--- src/rtl/hue_pkg.sv ---
// hue_pkg: shared channel width, function codes and RGB565 channel expansion for the hue pipeline
package hue_pkg;
  localparam int CH_W = 6;
  typedef enum logic [1:0] {FN_NONE = 2'd0, FN_R = 2'd1, FN_G = 2'd2, FN_B = 2'd3} fn_e;
  function automatic logic [CH_W-1:0] exp5(input logic [4:0] c);
    return {c, c[4]};
  endfunction
endpackage

--- src/rtl/hue_stage0_rgb_maxmin.sv ---
// rgb_maxmin: combinational max, min and argmax (R over G over B on ties) of three channels
module rgb_maxmin
  import hue_pkg::*;
(
  input  logic [CH_W-1:0] r,
  input  logic [CH_W-1:0] g,
  input  logic [CH_W-1:0] b,
  output logic [CH_W-1:0] mx,
  output logic [CH_W-1:0] mn,
  output fn_e             arg
);
  always_comb begin
    arg = (r >= g && r >= b) ? FN_R : (g >= b) ? FN_G : FN_B;
    mx  = (arg == FN_R) ? r : (arg == FN_G) ? g : b;
    mn  = (r <= g && r <= b) ? r : (g <= b) ? g : b;
  end
endmodule

--- src/rtl/hue_stage0.sv ---
// hue_stage0: two-stage RGB565 front end producing hue numerator, max-channel code and delta
module hue_stage0
  import hue_pkg::*;
#(
  parameter int OUT_W = 16
) (
  input  logic             i_clk,
  input  logic             i_rstn,
  input  logic [15:0]      i_data,
  input  logic             i_valid,
  output logic [OUT_W-1:0] o_data,
  output logic [1:0]       o_function,
  output logic [CH_W-1:0]  o_delta,
  output logic             o_valid
);
  logic [CH_W-1:0] r_a, g_a, b_a, mx, mn;
  logic            v_a;
  fn_e             arg, fn;
  logic [CH_W:0]   num;
  always_ff @(posedge i_clk or negedge i_rstn) begin
    if (!i_rstn) begin
      r_a <= '0;
      g_a <= '0;
      b_a <= '0;
      v_a <= 1'b0;
    end else begin
      r_a <= exp5(i_data[15:11]);
      g_a <= i_data[10:5];
      b_a <= exp5(i_data[4:0]);
      v_a <= i_valid;
    end
  end
  rgb_maxmin u_mm (
    .r  (r_a),
    .g  (g_a),
    .b  (b_a),
    .mx (mx),
    .mn (mn),
    .arg(arg)
  );
  always_comb begin
    fn  = (mx == mn) ? FN_NONE : arg;
    num = (fn == FN_R) ? {1'b0, g_a} - {1'b0, b_a} :
          (fn == FN_G) ? {1'b0, b_a} - {1'b0, r_a} :
          (fn == FN_B) ? {1'b0, r_a} - {1'b0, g_a} : '0;
  end
  always_ff @(posedge i_clk or negedge i_rstn) begin
    if (!i_rstn) begin
      o_data     <= '0;
      o_function <= '0;
      o_delta    <= '0;
      o_valid    <= 1'b0;
    end else begin
      o_data     <= v_a ? OUT_W'($signed(num)) : '0;
      o_function <= v_a ? fn : FN_NONE;
      o_delta    <= v_a ? mx - mn : '0;
      o_valid    <= v_a;
    end
  end
endmodule
--- config.mk ---
export PLATFORM = sky130hd
export DESIGN_NAME = hue_stage0
export DESIGN_NICKNAME = d
export VERILOG_FILES = /design/src/rtl/hue_pkg.sv /design/src/rtl/hue_stage0_rgb_maxmin.sv /design/src/rtl/hue_stage0.sv
export SDC_FILE = /design/constraint.sdc
export NUM_CORES = 1
export LEC_CHECK = 0
export ABC_AREA = 1
export CORE_AREA = 4 4 71 73
export CTS_BUF_LIST = sky130_fd_sc_hd__clkbuf_16
export DETAILED_ROUTE_END_ITERATION = 6
export DIE_AREA = 0 0 75 77
export PLACE_DENSITY_LB_ADDON = 0.05
export SYNTH_ARGS = -nofsm -noshare
export SYNTH_HDL_FRONTEND = slang
export SYNTH_SLANG_ARGS = --single-unit
export TNS_END_PERCENT = 20
--- constraint.sdc ---
create_clock -name i_clk -period 4.46 [get_ports i_clk]
set_input_delay 0.892 -clock i_clk [delete_from_list [all_inputs] [get_ports i_clk]]
set_output_delay 0.892 -clock i_clk [all_outputs]
set_load 0.01 [all_outputs]
==> reports/metrics.csv <==
stage,metric,value,unit
outcome,status,finished clean,
placed_design,dpl hpwl,4.73,mm
flow_run,max-cap violations,0,
clocking,cts hold-fix bufs,0,
logic_synthesis,"top cells by area, synth","dfrtp_1, ha_1, nand2_1, inv_1, nor2_1",
placed_design,"Cell Area, Placed",2830,um^2
timing,Worst Tran Pin Value,0.504,ns
hold_path,Hold WC Path Type,reg -> reg,
hold_path,depth of the worst hold-timing path,0,
timing,Fin. Hold Viols,0,
timing,fin crit share,80.7,%
logic_synthesis,Unique masters post-synth,31,
cells_and_area,Finished Layout Cells,389,
setup_path,RR Startpoint,b_a[0],
floorplanning,chip width,75,um
clocking,post-CTS sizing,0,
global_routing,largest net degree at the start of global routing,34,
setup_path,slowest CP cell,dfrtp_1,
route,final WL,5.98,mm
pwr,Leakage,1.47,nW
clocking,maximum buffer depth of the clock tree,2,
logic_synthesis,Post-synth EDFFs,0,
clocking,number of CTS-inserted buffers,5,
logic_synthesis,register bit count reported by yosys,33,
route,DRC,0,
pwr,Pwr Total,1.22,mW
timing,Max Transition Viols Final,0,
clocking,# clock sinks,33,
cells_and_area,fin nets,382,
cells_and_area,finished layout cell area,3000,um^2
setup_path,"Req. time, crit path",4.66,ns
setup_path,CP max FO,13,
clocking,CTS tree,yes,
route,via-per-instance ratio,5.38,
global_routing,first-pass GRT wire length,10.1,mm
placed_design,placed cells,381,
logic_synthesis,"Avg Cell Area, Syn",8.12,um^2
logic_synthesis,asr flop ratio synth,100,%
setup_path,crit-path cells,inv_1 -> ha_1 -> nand2_1 -> nor2_2 -> nand3_2 -> nand3_1 -> nand2_2 -> o21ai_0 -> ha_1 -> inv_1 -> fa_1 -> nand2_1 -> inv_1 -> o21a_1 -> nor2_1 -> o21ai_0 -> a21oi_1,
route,First DRT Iteration DRCs,210,
pwr,Max IR drop VDD,0.293,mV
route,Vias,2093,
setup_path,CP startpoint,b_a[0],
floorplanning,# rows,24,
logic_synthesis,post-synthesis sequential area ratio,34.1,%
cells_and_area,register area,826,um^2
logic_synthesis,Yosys top cell by area,dfrtp_1,
placed_design,PortBufs,43,
placed_design,GP Congestion,0.932,
cells_and_area,share of post-route cells with drive strength above 1,8.90,%
route,number of routed nets with antenna violations,0,
setup_path,most frequent CP cell,inv_1,
floorplanning,core area,4350,um^2
floorplanning,Die ar.,5780,um^2
floorplanning,die span in y,77,um
setup_path,Reg2Reg Depth,17,
global_routing,antenna violations before repair,0,
timing,Setup Skew,0.00510,ns
clocking,Clock Pin Slew Worst Setup and Hold Paths,0.05,ns
timing,setup repair after global routing missed its margin,false,
timing,"Setup violations, final",0,
logic_synthesis,Post-Syn Instances,298,
clocking,clk root buf,clkbuf_16,
clocking,clock latency on the worst-skew pair,0.28,ns
clocking,number of H-tree levels,2,
pwr,Cell Pwr Density,408,nW/um^2
timing,fmax,278,MHz
floorplanning,I/O pin cnt,44,
floorplanning,Starting Density,55.6,%
logic_synthesis,Mapped Area,2420,um^2
setup_path,Startpoint Class,flop,
global_routing,vias in the first global route,2099,
setup_path,critical path arrival,3.80,ns
hold_path,Hold Crit Start,v_a,
timing,crit path time final,3.60,ns
timing,Sum Neg Setup Slack,0,ns
cells_and_area,final core utilization,68.8,%
global_routing,grt total ovfl,0,
route,detailed-route wire length per cell,15.4,um
cells_and_area,area of the multi-input gates,1360,um^2
cells_and_area,area grow syn2layout,23.8,%
cells_and_area,Fill cells,365,
clocking,setup bufs post-CTS,0,
setup_path,crit-path max cell delay,0.41,ns
timing,Slew HR,66.3,%
logic_synthesis,top_reg_cell synth,dfrtp_1,
setup_path,CP Class,reg -> reg,
cells_and_area,antenna diode count,0,
route,DRT Pass-1 Iters,4,
logic_synthesis,Synth top area share,34.1,%
logic_synthesis,Synth warnings,0,
logic_synthesis,Post-Syn Nets,344,
setup_path,crit end category,flop,
global_routing,Tot GR Track Use,22.9,%
-- critical path, delay by kind of cell, from the launching register on --
family | cells | cell delay (ns)
AO/OA/AOI/OAI | 4 | 0.69
flip-flops | 1 | 0.41
AND/OR/NAND/NOR | 7 | 1.20
buffers and inverters | 3 | 0.24
adder cells (fa/ha/maj) | 3 | 0.96
-- where the power goes --
group	total (mW)	internal, mW	switching [mW]
Sequential	0.364	0.340	0.0236
Combinational	0.473	0.213	0.260
Clock	0.387	0.261	0.126
-- path summary, 6_finish.rpt --
check                                end  slack, ns
hold / removal                   o_valid       0.66
min in group asynchronous  o_function[0]       1.01
setup reg to reg              o_delta[4]       0.86
setup / recovery              o_delta[4]       0.86
hold reg to reg                  o_valid       0.66
max in group asynchronous         r_a[0]       3.15
-- cells in the final DEF, fill, tap and decap left out, types with 4 or more instances in the layout --
| cell | synthesis | final |
|---|---|---|
| a21oi_1 | 19 | 19 |
| a31oi_1 | 5 | 5 |
| clkbuf_16 | 0 | 5 |
| clkdlybuf4s50_1 | 0 | 43 |
| dfrtp_1 | 33 | 33 |
| fa_1 | 4 | 4 |
| ha_1 | 23 | 23 |
| inv_1 | 37 | 37 |
| nand2_1 | 52 | 52 |
| nand2_2 | 9 | 9 |
| nand3_1 | 18 | 18 |
| nor2_1 | 28 | 28 |
| o211ai_1 | 5 | 5 |
| o21ai_0 | 14 | 14 |
| o22ai_1 | 6 | 6 |
| xor2_1 | 10 | 10 |
-- kinds of logic after synthesis --
logic type	count (synthesis)	share of synthesized area [%]
adders and majority gates	27	15.2
AOI/OAI and AO/OA	53	12.5
xor gates and xnor gates	11	3.98
buffers and inverters	51	9.77
and+or+nand+nor	123	24.4
DFF	33	34.1
-- registers in the layout (all words and copies together), names as in the netlist --
signal / flops
b_a: 5
g_a: 6
o_function: 2
o_data: 7
r_a: 5
o_valid: 1
v_a: 1
o_delta: 6
-- synthesized netlist by cell type (4+ instances only) --
cell,n
nand2_2,9
buf_4,9
fa_1,4
dfrtp_1,33
a31oi_1,5
a21oi_1,19
o22ai_1,6
xor2_1,10
ha_1,23
o21ai_0,14
nand2_1,52
o211ai_1,5
inv_1,37
nor2_1,28
nand3_1,18
-- layer usage --
metal  routed length, um  GRT usage [%]  up-vias
li1                    -              -     1052
met1                2570           30.5      958
met2                2930           36.8       71
met3                 348           4.18       12
met4                 131           7.65        0
met5                   0              0        -
-- final cells by class --
class | count | share of cell area (%)
Clock buffer | 5 | 4.18
Clock inverter | 3 | 1.38
Inverter | 38 | 4.76
Multi-Input combinational cell | 214 | 45.3
Sequential cell | 33 | 27.6
Tap cell | 52 | 2.17
Timing Repair Buffer | 44 | 14.6
-- per-stage QoR --
step | hold WS, ns | worst slack, ns
floorplan | 0.383 | 1.64
global placement | 0.666 | 0.968
detailed placement | 0.662 | 0.931
CTS | 0.676 | 0.899
global route | 0.718 | 0.578
finish | 0.663 | 0.861
Note: power is estimated with default switching activity, not from simulation.
